### src/rtl/cw305_batch_trigger_seq.sv
// Batch sequencer between the AES register block and the crypto core.
// One start runs a batch of back-to-back encryptions with fixed or
// incrementing plaintext, per-block trigger windows and busy-cycle timing.
module cw305_batch_trigger_seq #(
  parameter int pPT_WIDTH  = 128,
  parameter int pCNT_WIDTH = 16,
  parameter int pDLY_WIDTH = 16,
  parameter int pTRIG_CH   = 2,
  parameter int pCYC_WIDTH = 32,
  parameter int pGAP       = 4,
  parameter int pBUSY_TMO  = 8
) (
  input  logic                           crypto_clk,
  input  logic                           resetn,
  input  logic                           I_start,
  input  logic                           I_abort,
  input  logic [pCNT_WIDTH-1:0]          I_batch_len,
  input  logic [pPT_WIDTH-1:0]           I_pt_seed,
  input  logic                           I_pt_mode,
  input  logic [pTRIG_CH-1:0]            I_trig_en,
  input  logic [pTRIG_CH*pDLY_WIDTH-1:0] I_trig_dly,
  input  logic [pTRIG_CH*pDLY_WIDTH-1:0] I_trig_width,
  input  logic                           I_busy,
  output logic                           O_load,
  output logic [pPT_WIDTH-1:0]           O_text,
  output logic [pTRIG_CH-1:0]            O_trig,
  output logic                           O_busy,
  output logic                           O_done,
  output logic                           O_err,
  output logic [pCNT_WIDTH-1:0]          O_blk_cnt,
  output logic [pCYC_WIDTH-1:0]          O_cyc_cnt
);

  localparam logic [2:0] S_IDLE = 3'd0;
  localparam logic [2:0] S_LOAD = 3'd1;
  localparam logic [2:0] S_WAIT = 3'd2;
  localparam logic [2:0] S_RUN  = 3'd3;
  localparam logic [2:0] S_GAP  = 3'd4;
  localparam logic [2:0] S_DONE = 3'd5;

  // Trigger time counter is one bit wider than the delay/width fields so
  // that dly+width never wraps.
  localparam int TW  = pDLY_WIDTH + 1;
  localparam int WCW = $clog2(pBUSY_TMO + 1) + 1;
  localparam int GCW = $clog2(pGAP + 1) + 1;

  logic [2:0]                    state, state_nx;
  logic [pCNT_WIDTH-1:0]         len_q, blk_nx;
  logic [pPT_WIDTH-1:0]          pt;
  logic                          mode_q;
  logic [pTRIG_CH-1:0]           en_q;
  logic [pTRIG_CH*pDLY_WIDTH-1:0] dly_q, wid_q;
  logic [WCW-1:0]                wcnt;
  logic [GCW-1:0]                gcnt;
  logic [pCYC_WIDTH-1:0]         cyc;
  logic [TW-1:0]                 tcnt, t_nx;
  logic [pTRIG_CH-1:0]           trig_nx;
  logic                          accept, zero_start, active_nx;

  function automatic logic [pCYC_WIDTH-1:0] cyc_sat_inc(input logic [pCYC_WIDTH-1:0] v);
    return (&v) ? v : v + 1'b1;
  endfunction

  function automatic logic [TW-1:0] t_sat_inc(input logic [TW-1:0] v);
    return (&v) ? v : v + 1'b1;
  endfunction

  assign accept     = (state == S_IDLE) && I_start && !I_abort;
  assign zero_start = accept && (I_batch_len == '0);
  assign blk_nx     = O_blk_cnt + 1'b1;

  assign O_load = (state == S_LOAD);
  assign O_busy = (state != S_IDLE);
  assign O_text = pt;

  // Next-state decode; abort overrides every state.
  always_comb begin
    state_nx = state;
    if (I_abort) begin
      state_nx = S_IDLE;
    end else begin
      case (state)
        S_IDLE: if (I_start && (I_batch_len != '0)) state_nx = S_LOAD;
        S_LOAD: state_nx = S_WAIT;
        S_WAIT: begin
          if (I_busy) state_nx = S_RUN;
          else if (wcnt == WCW'(pBUSY_TMO)) state_nx = S_IDLE;
        end
        S_RUN: if (!I_busy) state_nx = (blk_nx == len_q) ? S_DONE : S_GAP;
        S_GAP: if (gcnt == GCW'(pGAP - 1)) state_nx = S_LOAD;
        S_DONE: state_nx = S_IDLE;
        default: state_nx = S_IDLE;
      endcase
    end
  end

  // Trigger windows evaluated on next-cycle time so O_trig can be registered.
  always_comb begin
    t_nx      = (state == S_LOAD) ? '0 : t_sat_inc(tcnt);
    active_nx = (state_nx == S_WAIT) || (state_nx == S_RUN) ||
                (state_nx == S_GAP)  || (state_nx == S_DONE);
    trig_nx   = '0;
    for (int c = 0; c < pTRIG_CH; c++) begin
      trig_nx[c] = active_nx && en_q[c] &&
                   (t_nx >= {1'b0, dly_q[c*pDLY_WIDTH +: pDLY_WIDTH]}) &&
                   (t_nx <  ({1'b0, dly_q[c*pDLY_WIDTH +: pDLY_WIDTH]} +
                             {1'b0, wid_q[c*pDLY_WIDTH +: pDLY_WIDTH]}));
    end
  end

  // Sequencer state, latched batch config, counters and registered outputs.
  always_ff @(posedge crypto_clk or negedge resetn) begin
    if (!resetn) begin
      state     <= S_IDLE;
      len_q     <= '0;
      pt        <= '0;
      mode_q    <= 1'b0;
      en_q      <= '0;
      dly_q     <= '0;
      wid_q     <= '0;
      wcnt      <= '0;
      gcnt      <= '0;
      cyc       <= '0;
      tcnt      <= '0;
      O_trig    <= '0;
      O_done    <= 1'b0;
      O_err     <= 1'b0;
      O_blk_cnt <= '0;
      O_cyc_cnt <= '0;
    end else begin
      state  <= state_nx;
      tcnt   <= t_nx;
      O_trig <= trig_nx;
      O_done <= (state_nx == S_DONE) || zero_start;
      if (accept) begin
        len_q     <= I_batch_len;
        pt        <= I_pt_seed;
        mode_q    <= I_pt_mode;
        en_q      <= I_trig_en;
        dly_q     <= I_trig_dly;
        wid_q     <= I_trig_width;
        O_blk_cnt <= '0;
        O_err     <= 1'b0;
      end
      if (!I_abort) begin
        case (state)
          S_LOAD: wcnt <= WCW'(1);
          S_WAIT: begin
            if (I_busy) cyc <= pCYC_WIDTH'(1);
            else if (wcnt == WCW'(pBUSY_TMO)) O_err <= 1'b1;
            else wcnt <= wcnt + 1'b1;
          end
          S_RUN: begin
            if (I_busy) begin
              cyc <= cyc_sat_inc(cyc);
            end else begin
              O_cyc_cnt <= cyc;
              O_blk_cnt <= blk_nx;
              gcnt      <= '0;
            end
          end
          S_GAP: begin
            gcnt <= gcnt + 1'b1;
            if ((gcnt == GCW'(pGAP - 1)) && mode_q) pt <= pt + 1'b1;
          end
          default: ;
        endcase
      end
    end
  end

endmodule

### config.mk
export PLATFORM = sky130hd
export DESIGN_NAME = cw305_batch_trigger_seq
export DESIGN_NICKNAME = d
export VERILOG_FILES = /design/src/rtl/cw305_batch_trigger_seq.sv
export SDC_FILE = /design/constraint.sdc
export NUM_CORES = 1
export LEC_CHECK = 0
export BUFFER_PORTS_ARGS = -buffer_cell sky130_fd_sc_hd__buf_2
export CAP_MARGIN = 20
export CORE_AREA = 2 2 223 225
export DETAILED_ROUTE_END_ITERATION = 8
export DIE_AREA = 0 0 225 227
export GPL_TIMING_DRIVEN = 1
export PLACE_DENSITY = 0.74
export RECOVER_POWER = 100
export REMOVE_ABC_BUFFERS = 1
export SYNTH_ARGS = -nofsm -noshare
export SYNTH_HDL_FRONTEND = slang
export SYNTH_SLANG_ARGS = --single-unit
### constraint.sdc
create_clock -name crypto_clk -period 3.8 [get_ports crypto_clk]
set_clock_uncertainty 0.15 [all_clocks]
set_input_delay 0.38 -clock crypto_clk [delete_from_list [all_inputs] [get_ports crypto_clk]]
set_output_delay 0.38 -clock crypto_clk [all_outputs]
set_load 0.03 [all_outputs]
Word-level counts from Yosys, hierarchy flattened
Cells that the tools add are included.
{"block": "classes", "n_reduce_logical": 29, "n_mux": 32, "bitwise_logic": 2, "eq_ne": 17, "order_cmp": 4, "n_addsub": 8}
{"cell": "$mux W128", "count": 4}
{"cell": "$add A128 B1 Y128 const B", "count": 1}
{"cell": "$mux W32", "count": 3}
{"cell": "$mux W16", "count": 4}
{"cell": "$pmux W32 S2", "count": 1}
{"cell": "$add A16 B16 Y17", "count": 2}
{"cell": "$ge A17 B16 Y1", "count": 2}
{"cell": "$lt A17 B17 Y1", "count": 2}
{"cell": "$mux W17", "count": 2}
{"cell": "$add A32 B1 Y32 const B", "count": 1}
{"cell": "$reduce_and A32 Y1", "count": 1}
{"cell": "$mux W3", "count": 6}
{"cell": "$add A17 B1 Y17 const B", "count": 1}
{"cell": "$reduce_and A17 Y1", "count": 1}
{"cell": "$add A16 B1 Y16 const B", "count": 1}
{"cell": "$eq A16 B16 Y1", "count": 1}
{"cell": "$logic_not A16 Y1", "count": 1}
{"cell": "$reduce_bool A16 Y1", "count": 1}
{"cell": "$pmux W3 S5", "count": 1}
{"cell": "$eq A3 B2 Y1 const B", "count": 4}
{"cell": "$ne A2 B2 Y1 const B", "count": 6}
{"cell": "$logic_and A1 B1 Y1", "count": 11}
{"cell": "$mux W5", "count": 2}
{"cell": "$pmux W5 S2", "count": 1}
{"cell": "18 further kinds", "count": 32}
{"block": "totals", "word_cells": 108, "out_inout_bits": 182, "register_bits": 324, "input_bits": 216}

Longest topological paths before layout
Gate-level depths: netlist of the first run.
{"block": "logic_depth", "word_depth": 13, "mapped_depth": 18, "mapped_depth_nobuf": 18}

Worst setup path after synthesis of the first run
OpenSTA, ideal clock, no wires.
{"block": "synth_timing", "path_type": "reg-to-reg", "startpoint": "register dly_q[16]", "endpoint": "register O_trig[1]", "setup_ps": 82, "arrival_time_ps": 3659, "path_slack_ps": -91, "path_stages_with_launch": 18, "path_buffers": 0, "synth_period_minus_slack_ps": 3891, "required_time_ps": 3568, "path_cell_list": "dfrtp_1 ha_1 fa_1 a21oi_1 o21bai_1 a2111oi_0 o31ai_1 nor2_1 xor2_1 ha_1 a21o_1 a21o_1 a21o_1 a21oi_1 o21ai_0 a2111oi_0 nand2_1 a31oi_1"}
{"block": "synth_between", "elab_chain_cells": 3, "word_cells_on_any_way": 5, "cone_classes": "add/sub: 1; order compare: 2; reduce/logical: 2"}
{"item": "start, declared", "line_no": "52", "rtl": "logic [pTRIG_CH*pDLY_WIDTH-1:0] dly_q, wid_q;"}
{"item": "start signal, assigned", "line_no": "140", "rtl": "dly_q <= I_trig_dly;"}
{"item": "$add A16 B16 Y17 or $ge A17 B16 Y1 (tied branches)", "line_no": "106, 105"}
{"item": "$lt A17 B17 Y1 or $logic_and A1 B1 Y1 (tied branches)", "line_no": "106, 104"}
{"item": "$logic_and A1 B1 Y1 (*)", "line_no": "105", "rtl": "(t_nx >= {1'b0, dly_q[c*pDLY_WIDTH +: pDLY_WIDTH]}) &&"}
{"item": "net trig_nx[1]", "line_no": "57", "rtl": "logic [pTRIG_CH-1:0] trig_nx;"}
{"item": "end signal, assigned", "line_no": "133", "rtl": "O_trig <= trig_nx;"}
{"item": "end, declared", "line_no": "26", "rtl": "output logic [pTRIG_CH-1:0] O_trig,"}
The timed path passes the listed nets; every way through them passes the cells marked *.
A chain may end at the register's enable or synchronous reset.

Worst setup path in the final report of the first run
Same ends and word-level chain as after synthesis.

==> impl_metrics.ini, run 1 <==
[worst_hold_path]
min_path_cells = 3
min_from = I_pt_seed[60]
worstHoldPathType = in -> reg
hold_end = O_text[60]

[clocking]
clk_pin_slew_worst_paths_ns = 0.06
cts_buffer_depth = 3
ctsHtreeMaxLevel = 2
cts_tree = done
cts_sinks = 324
root_buffer = clkbuf_16
cts_buffers = 40
clk_latency_ns = 0.56

[worst_setup_path]
ff2ff_path_depth = 18
timing.critical_path.buf_inv = 1
required_ns = 4.12
startpoint_type = flop
cp_common_cell = a21o_1
r2r-start = dly_q[16]
crit_fanout = 2
crit_path_end_kind = flop
cp.arrival_ns = 4.21
ff2ff_setup_slack_ns = -0.09
path_class = reg -> reg
worstReg2RegEnd = O_trig[1]
cp_slowest_cell = dfrtp_1
critical-path-max-stage-delay_ns = 0.42
cp_top_family = compound AO/OA/AOI/OAI gates
crit_chain = ha_4, fa_2, a21oi_2, o21bai_2, a2111oi_4, buf_4, o31ai_4, nor2_2, xor2_1, ha_1, a21o_1, a21o_1, a21o_1, a21oi_2, o21ai_1, a2111oi_1, nand2_1, a31oi_1

[timing]
setup_viol = 1
max_freq_ghz = 0.2570
hold_viol_final = 0
layout_min_cycle_time_ns = 3.892
whs_ns = 0.03828
maxSlewViolCount = 136
finalCritPeriodShare = 1.024
rsz0062_at_grt = true
tightestPinTransition_ns = 2.488
fin_ws_ns = -0.09154
relSlewSlack = -0.6586

[power_and_ir_drop]
internal-power_mw = 8.217
ir_drop_uv = 380.1
power_switching_mw = 5.154
share_comb_of_total_power = 0.348
seq_power_share = 0.355
powerDensity_nw_per_um2 = 524.0
switching_share = 0.3855
p_clk_frac = 0.297
leakagePower_nw = 11.56
p_total_mw = 13.37

[synthesis]
ys_seq_area_frac = 0.4208
ys_types = 83
synth_seq_cells = 324
synth_cells = 2259
ys.flop_type = dfrtp_1
yosysWarnings = 0
synth-edff-count = 0
syn_area_per_cell_um2 = 8.529
syn_area_um2 = 19270
postSynth.asyncResetShare = 1.000
synth_area_leaders = dfrtp_1 (42%), nand2_1 (7.8%), ha_1 (6.7%)
yosysTopAreaCell = dfrtp_1
synth_top_cell_area_share = 0.4208

[floorplanning]
num_rows = 81
chipHeight_um = 227
dieArea_um2 = 51080
die_w_um = 225
core_um2 = 48550
start_util = 0.3969
ioPinCount = 398

[layout]
final_cells = 3534
final_common_cell = nand2_1
mostFrequentLayoutCells = nand2_1 (402), dfrtp_1 (324), nor2_1 (264)
layout-drive-gt1-share = 0.1472
nNetsFinal = 3201
area_growth_pct = 32.46

[flow_run]
cap_violations = 2

[run_status]
violations = max-capacitance violations, max-slew violations, negative setup slack
status = finished with violations

[grt]
grt_use_total = 0.2612
use_met2 = 0.4318
busiest_layer = met2
antenna_found_initial = 4
first_global_vias = 20040
grt_max_degree = 106
use_met1 = 0.3289
grt_overflow = 0
grt_pass1_wl_um = 107100
use_met3 = 0.05679

[route]
wl_per_cell_um = 19.27
routed_wl_um = 68100
postRouteAntennaNets = 0
dr.pass1.iters = 6
vias = 20350
drt_iter0_markers = 1792
avgViaCountPerCell = 5.758
drc = 0

[place]
port_buffers = 397
placed_cells = 3249
gp_congestion = 0.9516
hpwl_um = 46490
worst reg2reg max path: stages (launching register included):
cell,delay [ns]
dfrtp_1,0.42
ha_4,0.19
fa_2,0.35
a21oi_2,0.15
o21bai_2,0.10
a2111oi_4,0.35
buf_4,0.19
o31ai_4,0.07
nor2_2,0.12
xor2_1,0.16
ha_1,0.26
a21o_1,0.18
a21o_1,0.15
a21o_1,0.18
a21oi_2,0.13
o21ai_1,0.08
a2111oi_1,0.37
nand2_1,0.09
a31oi_1,0.14
what timing repair did:
| action | 4_1_cts | 5_1_grt |
|---|---|---|
| hold buffers | 200 | 0 |
| setup endpoints to repair | 2 | 2 |
| setup buffers | 7 | 4 |
| endpoints found under the hold margin | 285 | 0 |
| gates resized for setup | 13 | 12 |
| pin swaps | 13 | 18 |
cell families after synthesis:
logic type,after synthesis,share of synthesized area
and+or+nand+nor,1071,0.2638
AOI/OAI and AO/OA,500,0.1704
DFF,324,0.4208
buffers and inverters,166,0.03293
adders and majority gates,106,0.06949
xor gates and xnor gates,83,0.03773
muxes,9,0.004806
worst max-delay path by stage:
stage	startpoint	end	slack, ns	depth (start not counted)
5_1_grt	dly_q[16]	O_trig[1]	-0.26	18
3_3_place_gp	dly_q[16]	O_trig[1]	-0.32	18
4_1_cts	dly_q[16]	O_trig[1]	-0.04	22
3_5_place_dp	dly_q[16]	O_trig[1]	-0.38	18
2_1_floorplan	state[0]	O_text[105]	-2.51	5
6_report	dly_q[16]	O_trig[1]	-0.09	18
metal layers:
layer | vias to the layer above | part of all wire | routed length [um]
met2 | 1024 | 0.48 | 32350
met4 | 0 | 0.045 | 3094
met5 | - | 0 | 0
li1 | 9384 | - | -
met3 | 230 | 0.075 | 5076
met1 | 9711 | 0.41 | 27580
power groups by stage:
stage	sequential, mW	clock, mW	combinational, mW
after floorplan	5.24	0	2.32
after global placement	4.71	0	4.20
after detailed placement	4.75	0	4.32
after CTS	4.71	4.06	4.59
after global routing	4.82	4.20	5.10
final	4.75	3.97	4.65
state kept, by name, indices dropped and copies added, names as in the netlist, 2 cells and up:
register and count:
O_blk_cnt 16, O_cyc_cnt 32, O_text 128, O_trig 2
cyc 32, dly_q 32, en_q 2, gcnt 4
len_q 16, state 3, tcnt 17, wcnt 5
wid_q 32
cell type report:
type,instances,area (um^2)
fill,4382,23030
multi-input combinational,1769,10650
sequential,324,8108
timing repair buffer,680,4388
clock buffer,48,1092
tap,622,778.2
clock inverter,22,252.7
inverter,65,244.0
antenna,4,10.01
through the flow:
step | worst slack, ns | utilization | instance area (um^2) | setup TNS (ns)
after detailed placement | -0.3838 | 0.4592 | 22290 | -0.4531
after global routing | -0.2587 | 0.5256 | 25520 | -22.68
after global placement | -0.3228 | 0.4592 | 22290 | -0.3228
final | -0.09154 | 0.5257 | 25520 | -0.09154
after CTS | -0.04117 | 0.5302 | 25740 | -0.04117
after floorplan | -2.510 | - | 18880 | -288.68
synth_stat cells, types with 65 or more instances:
library cell and n:
nor2_1 266, a211oi_1 70, ha_1 103, o21ai_0 137
dfrtp_1 324, nor3_1 66, clkbuf_1 85, nand2_1 402
nand3_1 80, a21oi_1 94, inv_1 65
Note: power is estimated with default switching activity, not from simulation.
==> run 2: changes to the inputs <==
--- a/config.mk
+++ b/config.mk
@@ -14,6 +14,7 @@
 export PLACE_DENSITY = 0.74
 export RECOVER_POWER = 100
 export REMOVE_ABC_BUFFERS = 1
+export SKIP_LAST_GASP = 1
 export SYNTH_ARGS = -nofsm -noshare
 export SYNTH_HDL_FRONTEND = slang
 export SYNTH_SLANG_ARGS = --single-unit
==> constraint.sdc (replaced) <==
create_clock -name crypto_clk -period 3.3 [get_ports crypto_clk]
set_clock_uncertainty 0.15 [all_clocks]
set_input_delay 0.33 -clock crypto_clk [delete_from_list [all_inputs] [get_ports crypto_clk]]
set_output_delay 0.33 -clock crypto_clk [all_outputs]
set_load 0.03 [all_outputs]
==> run 2 against run 1 <==
The flow still finishes with violations (max-capacitance violations, max-slew violations, negative setup slack). Via count increased by 2.6%. Largest power group is now combinational logic. Routed wire length increased by 2.6%. Sequential power increased by 14%. Cell count increased by 2.8%. Critical path depth unchanged. Worst hold slack improved by 0.0089 ns. Critical endpoint unchanged. Count of clock-buffer cells in the layout increased by 4.
==> impl_metrics.ini, run 2 (synthesis gave the netlist of run 1 again) <==
[run_status]
status = finished with violations
violations = max-capacitance violations, max-slew violations, negative setup slack

[floorplanning]
ioPinCount = 398
core_um2 = 48550
die_w_um = 225
chipHeight_um = 227
dieArea_um2 = 51080
start_util = 0.3969
num_rows = 81

[worst_setup_path]
startpoint_type = flop
cp_common_cell = a21o_1
r2r-start = dly_q[16]
startpoint = dly_q[16]
cp.arrival_ns = 4.31
cp_slowest_cell = dfrtp_1
critical-path-max-stage-delay_ns = 0.42
crit_fanout = 2
path_class = reg -> reg
required_ns = 3.63
timing.critical_path.buf_inv = 1
crit_chain = ha_4, fa_2, a21oi_2, o21bai_1, a2111oi_2, buf_4, o31ai_4, nor2_1, xor2_1, ha_1, a21o_1, a21o_1, a21o_1, a21oi_2, o21ai_1, a2111oi_1, nand2_1, a31oi_1
crit_path_end_kind = flop
cp_top_family = compound AO/OA/AOI/OAI gates

[layout]
layout-drive-gt1-share = 0.1694
final_area_um2 = 26170
nNetsFinal = 3302
fill_cells = 4373
post-route-util = 0.5391
mostFrequentLayoutCells = nand2_1 (402), dfrtp_1 (324), nor2_1 (266)
final_common_cell = nand2_1
area_growth_pct = 35.84
largest_reg_flops = 128

[place]
hpwl_um = 48700
port_buffers = 397
gp_congestion = 0.9722
placed_area_um2 = 23130

[route]
drc = 0
wl_per_cell_um = 19.23
drt_iter0_markers = 1854
routed_wl_um = 69900
vias = 20880
dr.pass1.iters = 6
avgViaCountPerCell = 5.747
postRouteAntennaNets = 0

[timing]
layout_min_cycle_time_ns = 3.979
finalCritPeriodShare = 1.206
setup_viol = 2
relSlewSlack = -0.8072
whs_ns = 0.04713
tightestPinTransition_ns = 2.711
maxSlewViolCount = 93
tns_ns = -0.8226
max_freq_ghz = 0.2513
rsz0062_at_grt = true
hold_viol_final = 0
fin_ws_ns = -0.6790

[power_and_ir_drop]
ir_drop_uv = 483.6
powerDensity_nw_per_um2 = 593.9
p_total_mw = 15.54
leakagePower_nw = 11.97

[clocking]
clk_latency_ns = 0.57
cts_buffers = 39
cts_tree = done
root_buffer = clkbuf_16
ctsHtreeMaxLevel = 2
cts_sinks = 324
clk_pin_slew_worst_paths_ns = 0.06
cts_buffer_depth = 3

[grt]
busiest_layer = met2
antenna_found_initial = 2
grt_max_degree = 93
grt_use_total = 0.2719
grt_overflow = 0
grt_pass1_wl_um = 111000
use_met2 = 0.4483
use_met3 = 0.05201
first_global_vias = 20900
use_met1 = 0.3385

[flow_run]
cap_violations = 1

[worst_hold_path]
worstHoldPathType = in -> reg
min_from = I_pt_seed[124]
[run 2: layout make-up]
type / instances / area, um^2 / share of cell area
Tap cell: 622 / 778.2 / 0.02974
Clock buffer: 52 / 1055 / 0.04030
Sequential cell: 324 / 8108 / 0.3098
Multi-Input combinational cell: 1769 / 10640 / 0.4066
Timing Repair Buffer: 782 / 5117 / 0.1955
Antenna cell: 2 / 5.005 / 0.0001912
Clock inverter: 18 / 222.7 / 0.008510
Inverter: 65 / 244.0 / 0.009323
[run 2: power by group]
group	switching, mW	total (mW)	leakage [nW]	internal, mW
clock network	1.80	4.38	0.614	2.58
registers	0.768	5.41	4.00	4.64
logic	3.44	5.75	7.36	2.31
[run 2: per-stage QoR]
step                setup WS (ns)  std cells
finish                    -0.6790       3634
global route              -0.8929       3634
CTS                       -0.5561       3630
detailed placement        -0.8743       3352
global placement          -0.8193       3352
floorplan                  -3.010       2158
[run 2: final timing paths]
kind	end	slack (ns)	cells past startpoint
worst max-delay path	O_trig[1]	-0.68	18
worst min-delay path	O_text[124]	0.05	4
worst max register to register	O_trig[1]	-0.68	18
worst min register to register	O_cyc_cnt[9]	0.33	2
max in group asynchronous	O_text[96]	0.15	3
min in group asynchronous	O_text[22]	1.02	2
[run 2: worst min-delay path: stages]
cell and delay [ns]:
buf_2 0.10, o21ai_0 0.15, a41o_1 0.09, a21oi_1 0.04
[run 2: repair_timing]
item | 4_1_cts | 5_1_grt
hold buffers | 206 | 0
buffers inserted | 2 | 2
pin swaps | 28 | 10
resized for setup | 25 | 8
endpoints found under the setup margin | 2 | 14
hold endpoints to repair | 290 | 0
[run 2: routing by layer]
metal / wire length, um / part of all wire / vias to the layer above
li1: - / - / 9586
met1: 28130 / 0.40 / 9986
met5: 0 / 0 / -
met4: 3530 / 0.051 / 0
met2: 32960 / 0.47 / 1057
met3: 5280 / 0.076 / 254
